===== config.mk =====
export PLATFORM = sky130hd
export DESIGN_NAME = uart_receiver
export DESIGN_NICKNAME = d
export VERILOG_FILES = /design/src/rtl/uart_receiver.sv
export SDC_FILE = /design/constraint.sdc
export NUM_CORES = 1
export LEC_CHECK = 0
export CAP_MARGIN = 40
export CORE_AREA = 5 5 66 68
export CTS_CLUSTER_SIZE = 20
export DETAILED_ROUTE_END_ITERATION = 12
export DIE_AREA = 0 0 71 73
export GPL_ROUTABILITY_DRIVEN = 0
export PLACE_DENSITY = 0.55
export SLEW_MARGIN = 20
export SYNTH_ARGS = -nofsm -noshare
export SYNTH_HDL_FRONTEND = slang
export SYNTH_SLANG_ARGS = --single-unit

===== constraint.sdc =====
create_clock -name clk -period 1.6 [get_ports clk]
set_clock_uncertainty 0.05 [all_clocks]
set_input_delay 0.24 -clock clk [delete_from_list [all_inputs] [get_ports clk]]
set_output_delay 0.24 -clock clk [all_outputs]
set_load 0.01 [all_outputs]

===== src/rtl/uart_receiver.sv =====
// -----------------------------------------------------------------------------
// uart_receiver
//   Serial-to-parallel UART receiver. Frame format: 1 start bit (low),
//   DATA_WIDTH data bits LSB first, 1 stop bit (high). Bit timing comes from a
//   shared 16x-oversampling baudTick strobe.
//
//   The start bit is confirmed at its centre (8 ticks after the falling edge).
//   From then on every bit is sampled 16 ticks later, which lands on the centre
//   of each following bit.
//
//   Optional feature (macro UART_RX_MAJORITY_EN):
//     defined     - data and stop bits are decided by a 2-of-3 majority of the
//                   synchronised line captured on the baudTicks at tick 13, 14
//                   and 15. The start-bit check is unchanged.
//     not defined - data and stop bits use a single sample at tick 15.
//   The port list is the same in both builds.
//
// Ports
//   clk        in   1           system clock, all logic on posedge
//   rstN       in   1           asynchronous, active-low reset
//   rx         in   1           serial line, idle high, asynchronous to clk
//   baudTick   in   1           1-clk strobe, 16 per bit period
//   dataOut    out  DATA_WIDTH  last correctly framed word, held until the
//                               next good frame
//   rx_done    out  1           1-clk pulse: dataOut updated this cycle
//   frame_err  out  1           1-clk pulse: stop bit sampled low, word dropped
//   rx_busy    out  1           high in any state other than idle
//
// Handshake: rx_done and frame_err are single-cycle strobes with no ready/back
//   pressure; the consumer must capture dataOut in the cycle rx_done is high
//   (dataOut stays valid until the next good frame). The two strobes are never
//   high together.
//
// The FSM state is held in state_q so checkers can bind to it directly.
// -----------------------------------------------------------------------------
module uart_receiver #(
    parameter int DATA_WIDTH = 8
) (
    input  logic                  clk,
    input  logic                  rstN,
    input  logic                  rx,
    input  logic                  baudTick,
    output logic [DATA_WIDTH-1:0] dataOut,
    output logic                  rx_done,
    output logic                  frame_err,
    output logic                  rx_busy
);

    localparam int CW = (DATA_WIDTH > 1) ? $clog2(DATA_WIDTH) : 1;
    localparam logic [CW-1:0] LAST_BIT = CW'(DATA_WIDTH - 1);

    typedef enum logic [1:0] {
        ST_IDLE  = 2'd0,
        ST_START = 2'd1,
        ST_DATA  = 2'd2,
        ST_STOP  = 2'd3
    } state_t;

    state_t                state_q, state_d;
    logic [1:0]            rx_sync_q, rx_sync_d;
    logic [3:0]            tick_q, tick_d;
    logic [CW-1:0]         count_q, count_d;
    logic [DATA_WIDTH-1:0] shreg_q, shreg_d;
    logic [DATA_WIDTH-1:0] data_q, data_d;
    logic                  done_q, done_d;
    logic                  err_q, err_d;

    logic rx_s;        // synchronised serial line
    logic bit_val;     // decided value of the current data/stop bit
    logic centre_tick; // baudTick that lands on a data/stop bit centre
    logic start_tick;  // baudTick that lands on the start bit centre

    // -------------------------------------------------------------------------
    // Two-flop synchroniser; resets to the idle (high) line level so a reset
    // never looks like a start bit.
    // -------------------------------------------------------------------------
    assign rx_sync_d = {rx_sync_q[0], rx};
    assign rx_s      = rx_sync_q[1];

    assign centre_tick = baudTick && (tick_q == 4'd15);
    assign start_tick  = baudTick && (tick_q == 4'd7);

`ifdef UART_RX_MAJORITY_EN
    // Samples taken at tick 13 and 14; tick 15 uses the live rx_s.
    logic samp13_q, samp13_d;
    logic samp14_q, samp14_d;

    always_comb begin
        samp13_d = samp13_q;
        samp14_d = samp14_q;
        if (baudTick && (state_q == ST_DATA || state_q == ST_STOP)) begin
            if (tick_q == 4'd13) begin
                samp13_d = rx_s;
            end
            if (tick_q == 4'd14) begin
                samp14_d = rx_s;
            end
        end
    end

    always_ff @(posedge clk or negedge rstN) begin
        if (!rstN) begin
            samp13_q <= 1'b1;
            samp14_q <= 1'b1;
        end else begin
            samp13_q <= samp13_d;
            samp14_q <= samp14_d;
        end
    end

    assign bit_val = (samp13_q & samp14_q) | (samp13_q & rx_s) | (samp14_q & rx_s);
`else
    assign bit_val = rx_s;
`endif

    // -------------------------------------------------------------------------
    // FSM process 1: state register
    // -------------------------------------------------------------------------
    always_ff @(posedge clk or negedge rstN) begin
        if (!rstN) begin
            state_q <= ST_IDLE;
        end else begin
            state_q <= state_d;
        end
    end

    // -------------------------------------------------------------------------
    // FSM process 2: next-state logic
    // -------------------------------------------------------------------------
    always_comb begin
        state_d = state_q;
        case (state_q)
            ST_IDLE: begin
                if (!rx_s) begin
                    state_d = ST_START;
                end
            end
            ST_START: begin
                // A line that is high again at the start-bit centre was noise.
                if (start_tick) begin
                    state_d = rx_s ? ST_IDLE : ST_DATA;
                end
            end
            ST_DATA: begin
                if (centre_tick && (count_q == LAST_BIT)) begin
                    state_d = ST_STOP;
                end
            end
            ST_STOP: begin
                if (centre_tick) begin
                    state_d = ST_IDLE;
                end
            end
            default: state_d = ST_IDLE;
        endcase
    end

    // -------------------------------------------------------------------------
    // FSM process 3: outputs and datapath next values
    // -------------------------------------------------------------------------
    always_comb begin
        tick_d  = tick_q;
        count_d = count_q;
        shreg_d = shreg_q;
        data_d  = data_q;
        done_d  = 1'b0;
        err_d   = 1'b0;
        case (state_q)
            ST_IDLE: begin
                if (!rx_s) begin
                    tick_d = 4'd0;
                end
            end
            ST_START: begin
                if (baudTick) begin
                    if (tick_q == 4'd7) begin
                        tick_d  = 4'd0;
                        count_d = '0;
                    end else begin
                        tick_d = tick_q + 4'd1;
                    end
                end
            end
            ST_DATA: begin
                if (baudTick) begin
                    // 15 -> 0 wrap lines the counter up for the next bit centre.
                    tick_d = tick_q + 4'd1;
                end
                if (centre_tick) begin
                    // LSB arrives first, so shifting in from the top leaves it
                    // in bit 0 once the whole word has been received.
                    shreg_d = {bit_val, shreg_q[DATA_WIDTH-1:1]};
                    count_d = count_q + 1'b1;
                end
            end
            ST_STOP: begin
                if (baudTick) begin
                    tick_d = tick_q + 4'd1;
                end
                if (centre_tick) begin
                    if (bit_val) begin
                        data_d = shreg_q;
                        done_d = 1'b1;
                    end else begin
                        err_d = 1'b1;
                    end
                end
            end
            default: begin
                tick_d = 4'd0;
            end
        endcase
    end

    always_ff @(posedge clk or negedge rstN) begin
        if (!rstN) begin
            rx_sync_q <= 2'b11;
            tick_q    <= 4'd0;
            count_q   <= '0;
            shreg_q   <= '0;
            data_q    <= '0;
            done_q    <= 1'b0;
            err_q     <= 1'b0;
        end else begin
            rx_sync_q <= rx_sync_d;
            tick_q    <= tick_d;
            count_q   <= count_d;
            shreg_q   <= shreg_d;
            data_q    <= data_d;
            done_q    <= done_d;
            err_q     <= err_d;
        end
    end

    assign dataOut   = data_q;
    assign rx_done   = done_q;
    assign frame_err = err_q;
    assign rx_busy   = (state_q != ST_IDLE);

endmodule

==> out/summary.txt, run 1 <==
Die ar.: 5180 sq um
Horiz. Die Dim: 71 um
Final hold vios: 0
Die height: 73 um
Critical Path RT: 1690 ps
Peak supply drop: 0.723 mV
Most used standard cell by instance count after synthesis: dfrtp_1
Max Clk Rate: 648 MHz
Seq/Total Area, Yosys: 0.579
Critical path fanouts, max: 4
Worst path cell trace: ha_4 -> buf_4 -> nand2b_1 -> o311a_1 -> a221o_1
Total track usage: 0.105
Final period util: 0.965
Top post-synthesis cells by area: dfrtp_1 (54%), mux2_2 (14%), dfstp_2 (4.2%)
Root Buffer: clkbuf_8
Post-synth EDFFs: 0
Worst Path Class, Setup: reg2reg
Met1 usage: 0.129
Tightest Hold Check Type: in2async
Setup crit end kind: register
First-pass DRT Iterations: 4
Syn Inst Count: 95
Clock buffer depth: 2
GR met2 Demand/Resource: 0.163
CTS clk-pin slew, worst paths: 60 ps
Vias per inst: 4.84
Sum Neg Setup Slack: 0 ps
Startpoint type of the worst setup path: register
DPL Wire Length: 1.72 mm
CTS buffer count: 5
M3 GR Usage: 0.0344
Core Area: 3800 sq um
Layout cell share with drive strength beyond 1: 0.333
Max-Slew Margin vs Limit: 0.822
Htree depth: 2
DRC: 0
Synth cell count leaders: dfrtp_1 (27), mux2_2 (16), inv_1 (6), a21oi_1 (5), o21ai_0 (5)
Initial antenna violation count: 0
Later-pin clock latency in the skew report: 260 ps
RSZ-0062 raised after global routing: no
Num rows: 23
Final wirelength: 2.46 mm
Warnings, synthesis: 0
Initial DRC count: 44
Initial Util: 0.331
Layout area overhead: 32.2%
Number of synthesized register bits: 29
Vias in the first global route: 937
Grt ovf: 0
Worst EP arrival: 1640 ps
Final setup fails: 0
Antenna cells: 0
Slowest-stage cell, CP: dfrtp_1
Mapped Area: 1260 sq um
Vias: 867
Top_reg_cell synth: dfrtp_1
P per Cell Area: 1260 nW/um^2
Clk sinks: 29
Final core utilization: 0.438
Fin nets: 135
Syn Area/Cell: 13.2 sq um
# Max-Cap Violations: 0
Leak Pwr: 0.765 nW
Share of the synthesized area in the top cell type: 0.537
I/O Buffers: 14
Final number of max-transition violations: 0
Yosys cell types: 30
Share of flip-flops with an asynchronous set or reset: 1.00
Leading area contributor after synthesis: dfrtp_1
DRT antenna net count: 0
Global route hottest layer: met2
Wire length per cell: 13.7 um
Status: finished, final reports clean
Largest net degree at the start of global routing: 21
First-pass GRT wire length: 4.21 mm
Post-Syn Nets: 102
Num ports: 15
CTS tree: done
Tightest Pin Transition: 267 ps
Max stage delay on crit path: 390 ps
Post-route minimum period: 1540 ps
## layout make-up
type,count,area [sq um]
Clock buffer,8,80.1
Fill cell,371,2140
Inverter,6,22.5
Multi-Input combinational cell,57,504
Sequential cell,29,729
Tap cell,50,62.6
Timing Repair Buffer,29,264
## placed cells by master (no fill, tap or decap), types with 2 or more instances in the layout
master           synthesis  layout
dfrtp_1                 27      26
o21ai_0                  5       4
a211oi_1                 2       2
mux2_2                  16      16
clkbuf_1                 0       3
nor3_1                   2       2
clkdlybuf4s50_1          0      13
dfstp_2                  2       2
clkbuf_8                 0       5
buf_4                    0      14
nand4_1                  2       2
inv_1                    6       6
a21oi_1                  5       5
and3_1                   2       2
nor2_1                   2       2
ha_1                     3       2
nand2b_1                 2       2
## report_power, final
group          internal, mW  switching (mW)
Sequential            0.831          0.0977
Combinational         0.321           0.306
Clock                 0.308           0.237
## per-layer routing
layer / wire (um) / vias up
li1: - / 418
met1: 1150 / 433
met2: 1200 / 14
met3: 65 / 2
met4: 40 / 0
met5: 0 / -
## path summary, 6_finish.rpt
check	cells after the start	slack, ps	startpoint	endpoint
min in group clk	0	300	rx_sync_q[0]	rx_sync_q[1]
max in group asynchronous	2	920	rstN	rx_sync_q[0]
setup / recovery	5	60	tick_q[1]	tick_q[3]
hold reg to reg	0	300	rx_sync_q[0]	rx_sync_q[1]
setup reg to reg	5	60	tick_q[1]	tick_q[3]
hold / removal	2	240	rstN	state_q[0]
## stage by stage
stage / power (mW) / hold WS [ps] / setup WS (ps) / std cells / instance area [sq um]
6_report: 2.10 / 240 / 56.1 / 179 / 1660
4_1_cts: 2.10 / 238 / 19.6 / 179 / 1650
3_3_place_gp: 1.50 / 297 / -169 / 170 / 1570
5_1_grt: 2.22 / 249 / 3.25 / 179 / 1660
2_1_floorplan: 1.26 / -106 / 22.2 / 95 / 1260
3_5_place_dp: 1.52 / 297 / -199 / 170 / 1570
## registers in the layout, indices dropped and copies added (netlist names), named ones only
name and count:
rx_done 1, shreg_q 8, state_q 1, frame_err 1
tick_q 4, count_q 3, dataOut 8, rx_sync_q 2
## worst max-delay path, delay by kind of cell, from the launching register on
| family | cells | cell delay [ps] |
|---|---|---|
| and+or+nand+nor | 1 | 60 |
| AOI/OAI and AO/OA | 2 | 660 |
| adders and majority gates | 1 | 160 |
| buffers and inverters | 1 | 110 |
| DFF | 1 | 390 |
## logic make-up after synthesis
family | Yosys count | synth area share
adder cells (fa/ha/maj) | 3 | 0.0299
AO/OA/AOI/OAI | 21 | 0.116
buffers and inverters | 9 | 0.0298
multiplexers | 17 | 0.152
flip-flops | 29 | 0.579
AND/OR/NAND/NOR | 16 | 0.0925
## repair_timing
action                     4_1_cts  5_1_grt
hold buffers                     0        0
pin swaps                        0        2
setup endpoints to repair        1       19
gates resized for setup          2        2
buffers inserted                 1        0
gates cloned                     0        0
No activity file was read; power rests on OpenSTA's default activity.
==> run 2, diff against run 1 <==
Settings changed: REMOVE_ABC_BUFFERS set to 1, TNS_END_PERCENT set to 50.
==> run 2 against run 1 <==
Net effect: clock power increased by 20%; final area increased by 2.1%; setup slack got worse by 1.1 ps; sequential power decreased by 1%; core utilization increased by 0.92 points; sequential share of layout area decreased by 0.91 points; combinational power increased by 4.6%; sequential cell count unchanged; worst hold slack improved by 51 ps; register-to-register slack about the same; highest routed layer unchanged.
==> out/summary.txt, run 2 (synthesized netlist as in run 1, its figures left out) <==
Final number of max-transition violations: 0
CTS clk-pin slew, worst paths: 60 ps
Final setup fails: 0
DRT antenna net count: 0
Die ar.: 5180 sq um
# Max-Cap Violations: 0
Setup crit end kind: register
Wire length per cell: 14.1 um
Leak Pwr: 0.782 nW
Largest net degree at the start of global routing: 30
Post-route minimum period: 1550 ps
Later-pin clock latency in the skew report: 270 ps
Vias in the first global route: 922
Peak supply drop: 0.652 mV
Startpoint type of the worst setup path: register
Final core utilization: 0.447
CP delay by family, top: simple AND/OR/NAND/NOR gates
Most frequent cells in the layout: dfrtp_1 (26), mux2_2 (16), buf_4 (14)
Final wirelength: 2.55 mm
First-pass DRT Iterations: 4
P per Cell Area: 1310 nW/um^2
Layout area overhead: 35.0%
Fin nets: 136
Initial Util: 0.331
Vias per inst: 4.98
Clk sinks: 29
Tightest Pin Transition: 363 ps
Post-Place Cells: 170
Final hold vios: 0
Critical path fanouts, max: 8
Root Buffer: clkbuf_8
Max stage delay on crit path: 480 ps
Die height: 73 um
CTS buffer count: 5
Status: finished, final reports clean
Final period util: 0.966
Worst path cell trace: buf_4 -> or3b_2 -> o21ai_1 -> mux2_2
WP buf/inv: 1
CTS tree: done
Initial antenna violation count: 0
Worst EP arrival: 1710 ps
DPL Wire Length: 1.66 mm
Horiz. Die Dim: 71 um
Htree depth: 2
I/O Buffers: 14
Slowest-stage cell, CP: or3b_2
Core Area: 3800 sq um
Fin cells: 180
Max-Slew Margin vs Limit: 0.758
R2R Setup Slk: 50 ps
Worst Path Class, Setup: reg2reg
Vias: 897
Most common cell after layout, fill and taps aside: dfrtp_1
Num ports: 15
Max Clk Rate: 647 MHz
Antenna cells: 0
Clock buffer depth: 2
Num rows: 23
Initial DRC count: 39
Tightest Hold Check Type: in2async
Total track usage: 0.102
Critical Path RT: 1770 ps
First-pass GRT wire length: 4.12 mm
Layout cell share with drive strength beyond 1: 0.369
DRC: 0
Grt ovf: 0
==> run 2: cell types whose count changed in the layout (fill, tap and decap cells not counted) <==
cell      change
clkbuf_1      -3
clkbuf_8      +2
and4_1        -1
and4_2        +1
clkinv_2      +1
nand4_2       +1
==> run 2: power by group <==
| group | switching (mW) | internal, mW |
|---|---|---|
| clock network | 0.266 | 0.388 |
| logic | 0.330 | 0.325 |
| registers | 0.0865 | 0.830 |
| total | 0.683 | 1.54 |
==> run 2: repair_timing <==
| item | in CTS | in global routing |
|---|---|---|
| setup endpoints to repair | 1 | 19 |
| pin swaps | 0 | 2 |
| hold buffers | 0 | 0 |
| buffers inserted | 1 | 0 |
| resized for setup | 2 | 4 |
| gates cloned | 0 | 1 |
==> run 2: cell type report <==
| class | instances | area (sq um) |
|---|---|---|
| clock buffers | 7 | 96.3 |
| clock inverters | 1 | 5.00 |
| fillers | 356 | 2100 |
| inverters | 6 | 22.5 |
| multi-input cells | 58 | 518 |
| flip-flops and latches | 29 | 729 |
| well taps | 50 | 62.6 |
| repair buffers | 29 | 264 |
==> run 2: layer usage <==
metal / vias to the layer above / share of wire / track usage
met1: 449 / 0.46 / 0.121
li1: 423 / - / -
met4: 0 / 0.019 / 0.0626
met2: 18 / 0.48 / 0.160
met3: 7 / 0.037 / 0.0358
met5: - / 0 / 0
==> run 2: worst paths after layout <==
path	from	end	cells after the start
min in group clk	rx_sync_q[0]	rx_sync_q[1]	0
hold reg to reg	rx_sync_q[0]	rx_sync_q[1]	0
setup reg to reg	register	tick_q[0]	4
max in group asynchronous	rstN	rx_sync_q[0]	2
hold / removal	rstN	tick_q[2]	2
setup / recovery	register	tick_q[0]	4
==> run 2: worst register-to-register path: stages (launching register included) <==
cell and delay [ps]:
dfrtp_2 420, buf_4 170, or3b_2 480, o21ai_1 170, mux2_2 200
==> run 2: through the flow <==
stage | setup WS (ps) | TNS [ps] | power (mW) | area [sq um] | hold slack, ps
finish | 55.0 | 0 | 2.23 | 1700 | 292
global route | -4.92 | -4.92 | 2.36 | 1700 | 303
CTS | 3.98 | 0 | 2.19 | 1670 | 305
detailed placement | -202 | -2740 | 1.50 | 1560 | 297
global placement | -172 | -2250 | 1.48 | 1560 | 295
floorplan | 4.91 | 0 | 1.23 | 1240 | -106
==> run 3, diff against run 2 <==
Settings changed: CORE_AREA 5 5 66 68 to 5 5 72 74, DIE_AREA 0 0 71 73 to 0 0 77 79, PLACE_DENSITY 0.55 to 0.48.
==> run 3 against run 2 <==
Net effect: sequential cell count unchanged; worst hold slack gained 2.5 ps; clock power fell by 8.3%; count of clock-buffer cells in the layout unchanged; critical endpoint is now tick_q[3].
==> out/summary.txt, run 3 (synthesized netlist as in run 1, its figures left out) <==
Status: finished, final reports clean
Pwr Total: 2.17 mW
Final setup fails: 0
I/O Buffers: 14
Layout cell share with drive strength beyond 1: 0.379
Later-pin clock latency in the skew report: 280 ps
Initial antenna violation count: 0
Num ports: 15
Fin nets: 139
DRC: 0
Horiz. Die Dim: 77 um
Area post-placement: 1560 sq um
CP delay by family, top: compound AO/OA/AOI/OAI gates
Grt ovf: 0
First-pass GRT wire length: 4.19 mm
P per Cell Area: 1280 nW/um^2
Most common cell after layout, fill and taps aside: dfrtp_1
Largest net degree at the start of global routing: 30
Startpoint type of the worst setup path: register
First-pass DRT Iterations: 4
DRT antenna net count: 0
Final wirelength: 2.64 mm
Tightest Hold Check Type: in2async
Total track usage: 0.0883
Final hold vios: 0
Clk sinks: 29
Final hold slack: 294 ps
Max stage delay on crit path: 350 ps
CTS clk-pin slew, worst paths: 60 ps
Vias per inst: 4.94
Final WS setup: 53.6 ps
CTS tree: done
Critical path fanouts, max: 4
Dpl ws: -211 ps
Leak Pwr: 0.777 nW
Num rows: 25
Wire length per cell: 14.2 um
Most frequent cells in the layout: dfrtp_1 (25), buf_4 (17), mux2_2 (16)
Critical R2R Capture: tick_q[3]
Register-to-Register Path Depth: 5
Worst path cell trace: ha_2 -> buf_4 -> nand2b_1 -> o311a_1 -> a221o_1
Fin cells: 186
Worst EP arrival: 1650 ps
Die height: 79 um
Clock buffer depth: 2
Vias in the first global route: 875
Vias: 918
Max Clk Rate: 647 MHz
CTS buffer count: 5
Initial DRC count: 57
Final period util: 0.966
Post-route minimum period: 1550 ps
Post-Place Cells: 175
Sum Neg Setup Slack: 0 ps
Antenna cells: 0
# Max-Cap Violations: 0
Critical Path RT: 1710 ps
DPL Wire Length: 1.69 mm
Initial Util: 0.277
Die ar.: 6080 sq um
Final number of max-transition violations: 0
Core Area: 4540 sq um
Setup crit end kind: register
Slowest-stage cell, CP: dfrtp_1
Layout area overhead: 34.6%
FF-to-FF Start: tick_q[0]
RSZ-0062 raised after global routing: no
Post-route cell area: 1690 sq um
Max-Slew Margin vs Limit: 0.749
Root Buffer: clkbuf_8
Final core utilization: 0.373
R2R Setup Slk: 50 ps
WP buf/inv: 1
Peak supply drop: 0.644 mV
Worst Path Class, Setup: reg2reg
Htree depth: 2
Tightest Pin Transition: 377 ps
==> run 3: worst max-delay path by stage <==
stage | from | end | slack (ps) | cells past startpoint
after floorplan | tick_q[0] | dataOut[7] | 5 | 4
after global placement | baudTick | dataOut[7] | -220 | 4
after detailed placement | baudTick | shreg_q[5] | -210 | 4
after CTS | tick_q[0] | shreg_q[5] | 5 | 4
after global routing | register | tick_q[0] | 9 | 4
final | tick_q[0] | tick_q[3] | 50 | 5
==> run 3: power by group <==
group          switching (mW)  internal, mW  total [mW]  leakage (nW)
Combinational           0.326         0.323       0.648         0.352
Clock                   0.260         0.340       0.600        0.0443
Sequential             0.0936         0.833       0.926         0.380
==> run 3: worst register-to-register path, cell delays in order (launching register included) <==
cell,delay (ps)
dfrtp_1,350
ha_2,200
buf_4,130
nand2b_1,50
o311a_1,330
a221o_1,330
==> run 3: layout make-up <==
cell class	instances	area, sq um
flip-flops and latches	29	731
repair buffers	31	267
fillers	432	2840
well taps	54	67.6
inverters	6	22.5
clock buffers	7	86.3
multi-input cells	59	519
==> run 3: layer usage <==
metal | GRT usage | wire length [um] | vias to the layer above | part of all wire
met4 | 0.0619 | 61 | 0 | 0.023
li1 | - | - | 429 | -
met1 | 0.102 | 1150 | 469 | 0.44
met5 | 0 | 0 | - | 0
met2 | 0.142 | 1330 | 16 | 0.50
met3 | 0.0238 | 94 | 4 | 0.036
==> run 3: repair_timing <==
| item | CTS | global route |
|---|---|---|
| resized for setup | 3 | 4 |
| hold buffers | 0 | 0 |
| setup endpoints to repair | 1 | 17 |
| setup buffers | 1 | 1 |
| gates cloned | 0 | 2 |
| pin swaps | 0 | 3 |
==> RTL edit 1, RTL diff (settings of run 2) <==
`data_q` no longer has a reset.
--- a/src/rtl/uart_receiver.sv
+++ b/src/rtl/uart_receiver.sv
@@ -219,5 +219,4 @@
             count_q   <= '0;
             shreg_q   <= '0;
-            data_q    <= '0;
             done_q    <= 1'b0;
             err_q     <= 1'b0;
@@ -227,8 +226,11 @@
             count_q   <= count_d;
             shreg_q   <= shreg_d;
-            data_q    <= data_d;
             done_q    <= done_d;
             err_q     <= err_d;
         end
+    end
+
+    always_ff @(posedge clk) begin
+        data_q <= data_d;
     end
 
Function: no difference found for any inputs over 10 cycles, from zero or initial values and one cycle with rstN low; that may be too few to reach the edited logic, so the function may still have changed.
==> RTL edit 1 against run 2 <==
Wire length down 7.7%; sequential power up 2%; sequential cell count unchanged; die area unchanged; area after synthesis down 1.1%; total power down 0.27%; final area down 0.15%; global-route usage down 0.73 points; cell count down 5.0%; worst setup slack worse by 33 ps; utilization down 0.066 points; critical endpoint is now shreg_q[1]; largest power group unchanged; highest routed layer unchanged.
==> RTL edit 1: results (changes against run 2) <==
Distinct cells, synth=36 (+20%); critical path fanouts, max=5 (-3); Worst Reg-to-Reg Cells=5 (+1); commonest cells in the synthesized netlist=dfrtp_1 (19), edfxtp_1 (8), mux2_4 (7); status=completed; largest net degree at the start of global routing=22 (-27%); met2 global-route usage=15.9% (-0.10 points); Critical Path Sink=shreg_q[1]; Worst-Margin Slew=423 ps (+59.6 ps); min-delay worst type=primary input to asynchronous set/reset pin; P_int=0.00167 W (+8.4%); Buffers on Ports=14 (unchanged); crit-path max cell delay=360 ps (-120 ps); FF-to-FF End=shreg_q[1]; Comb power frac=17.7% (-12 points); first drt pass iteration count=5 (+1); Leak=0.743 nW (-4.9%); Post-synth ARST share=72.4% (-28 points); DRT iter0 DRCs=19 (-51%); vias in the first global route=859 (-6.8%); Post-synth EDFFs=8 (+8); Seq power=0.000933 W (+2%); sequential area share after synthesis=61.8% (+3.9 points); layout cells sized above 1=37.2% (+0.27 points); peak supply drop=0.565 mV (-13%); sequential share of power=42.0% (+0.8 points); Nets=127 (-6.6%); first-pass GRT wire length=3.68 mm (-11%); GRT met1 Usage=10.1% (-2.1 points); FILL cells=358 (+0.56%); flop-to-flop setup slack=20 ps (-30 ps); GRT Overall Usage=9.52% (-0.73 points); arrival time at the worst endpoint=1690 ps (-20 ps); WL/cell=13.7 µm (-2.9%); GRT met3 Usage=3.17% (-0.41 points)
RTL edit 1: changes by cell type after synthesis, sizes merged, moves of 3 or more:
cell,change
edfxtp,+8
a21oi,-4
dfrtp,-8
mux2,-8
inv,-3
RTL edit 1: cells by family after synthesis:
| logic type | Yosys count | share of synthesized area [%] |
|---|---|---|
| AOI/OAI and AO/OA | 16 | 9.76 |
| adders and majority gates | 3 | 3.02 |
| buffers and inverters | 7 | 3.42 |
| DFF | 29 | 61.8 |
| muxes | 9 | 10.3 |
| and+or+nand+nor | 24 | 11.8 |
RTL edit 1: layout make-up:
type / instances / area share (%)
Sequential cell: 29 / 45.5
Timing Repair Buffer: 27 / 14.4
Clock buffer: 5 / 4.06
Multi-Input combinational cell: 54 / 27.9
Clock inverter: 3 / 3.84
Inverter: 3 / 0.664
Tap cell: 50 / 3.69
RTL edit 1: metal layers:
| metal | vias up | part of all wire (%) |
|---|---|---|
| met1 | 395 | 41 |
| li1 | 392 | - |
| met4 | 0 | 0.77 |
| met5 | - | 0 |
| met2 | 23 | 52 |
| met3 | 2 | 6.2 |
RTL edit 1: timing repair:
action,CTS,global route
pin swaps,0,4
setup buffers,0,1
gates cloned,0,2
gates resized for setup,5,8
hold endpoints to repair,0,0
endpoints found under the setup margin,14,19
RTL edit 1: per-stage QoR:
step / hold slack [ps] / utilization (%) / setup TNS [ps] / instance area [µm²] / std cells
final: 253 / 44.6 / 0 / 1700 / 171
after global routing: 278 / 44.6 / -192 / 1700 / 171
after CTS: 252 / 43.3 / -6.48 / 1640 / 168
after detailed placement: 299 / 39.8 / -4050 / 1510 / 161
after global placement: 296 / 39.8 / -3620 / 1510 / 161
after floorplan: -106 / - / -395 / 1210 / 84
==> RTL edit 2, RTL diff (settings of run 2) <==
Made on the original files. Change the parameter `DATA_WIDTH` from 8 to 4.
--- a/src/rtl/uart_receiver.sv
+++ b/src/rtl/uart_receiver.sv
@@ -35,5 +35,5 @@
 // -----------------------------------------------------------------------------
 module uart_receiver #(
-    parameter int DATA_WIDTH = 8
+    parameter int DATA_WIDTH = 4
 ) (
     input  logic                  clk,
Interface: changed (resized dataOut); port bits go from 15 to 11. No check against the original RTL was run, so the function may have changed too.
==> RTL edit 2 against run 2 <==
Sequential share of layout area decreased by 3.5 points; final area down 25%; total power is 33% lower; cell count down 18%; sequential power is 32% lower; worst setup slack gained 17 ps; sequential cell count down 9; maximum frequency is 1.1% higher; area after synthesis fell by 23%; wire length shrank 29%.
==> RTL edit 2: results (changes against run 2) <==
Synth Area in Compound Gates=12.1% (+0.46 points); layout cells sized above 1=41.8% (+4.9 points); WL/cell=12.3 µm (-13%); min-delay worst type=primary input to asynchronous set/reset pin; commonest cells in the synthesized netlist=dfrtp_1 (18), inv_1 (5), mux2_2 (5); Nets=105 (-23%); Finished Layout Cells=148 (-18%); Critical Path Sink=dataOut[0]; met2 global-route usage=12.6% (-3.4 points); vias in the first global route=715 (-22%); clk slew on worst S/H paths=80 ps (+20 ps); P_int=0.00109 W (-29%); peak supply drop=0.504 mV (-23%); Worst Reg-to-Reg Cells=5 (+1); Synth area leaders=dfrtp_1 (46%), mux2_4 (6.2%), mux2_2 (5.8%); post_cts resized=3 (+1); crit-path max cell delay=390 ps (-90 ps); DP Area=1190 µm² (-24%); Post-Route M1 WL=851 µm (-27%); sequential area share after synthesis=51.7% (-6.2 points); Worst-Margin Slew=357 ps (-6.43 ps); status=completed; FILL cells=405 (+14%); DRT iter0 DRCs=11 (-72%); worst slack, placed=-120 ps (+81.9 ps); flop-to-flop setup slack=70 ps (+20 ps); critical path fanouts, max=5 (-3); Placed Cells incl. Taps=144 (-15%); commonest non-fill, non-tap cell in the layout=dfrtp_1; GRT met1 Usage=10.0% (-2.1 points); mux contribution to synthesized area=12.0% (-3.3 points); Leak=0.557 nW (-29%); largest net degree at the start of global routing=21 (-30%); arrival time at the worst endpoint=1630 ps (-80 ps); Buffers on Ports=10 (-4); htree depth=1 (-1); CTS Buf Count=3 (-2); adder-cell share of the synthesized area=2.57% (-0.41 points); Slowest cell on crit path=dfrtp_1; synthesized area per cell=13.0 µm² (-2.1%); Distinct cells, synth=35 (+17%); postcts setup bufs=0 (-1); area of the multi-input gates=425 µm² (-18%); Detailed Place HPWL=1.34 mm (-19%); first-pass GRT wire length=3.22 mm (-22%); largest family of logic cells by synthesized area=simple AND/OR/NAND/NOR gates; GRT met3 Usage=1.52% (-2.1 points)
-- RTL edit 2: area by class of cell --
class	count	share of cell area [%]
Clock buffer	3	3.23
Clock inverter	1	2.35
Inverter	5	1.47
Multi-Input combinational cell	46	33.2
Sequential cell	20	39.5
Tap cell	50	4.89
Timing Repair Buffer	23	15.3
-- RTL edit 2: worst min-delay path by stage --
stage,depth (start not counted),to,slack (ps),from
final,2,dataOut[3],270,rstN
after global routing,2,rx_done,300,rstN
after floorplan,0,asynchronous set/reset pin,-110,rstN
after global placement,0,rx_sync_q[1],300,rx_sync_q[0]
after detailed placement,0,rx_sync_q[1],300,rx_sync_q[0]
after CTS,2,rx_done,270,rstN
-- RTL edit 2: power by group through the flow --
stage | Clock (W) | Combinational [W] | Sequential (W)
finish | 0.000508 | 0.000355 | 0.000627
CTS | 0.000524 | 0.000351 | 0.000626
global placement | 0 | 0.000338 | 0.000630
detailed placement | 0 | 0.000350 | 0.000631
global route | 0.000540 | 0.000391 | 0.000636
floorplan | 0 | 0.000161 | 0.000647
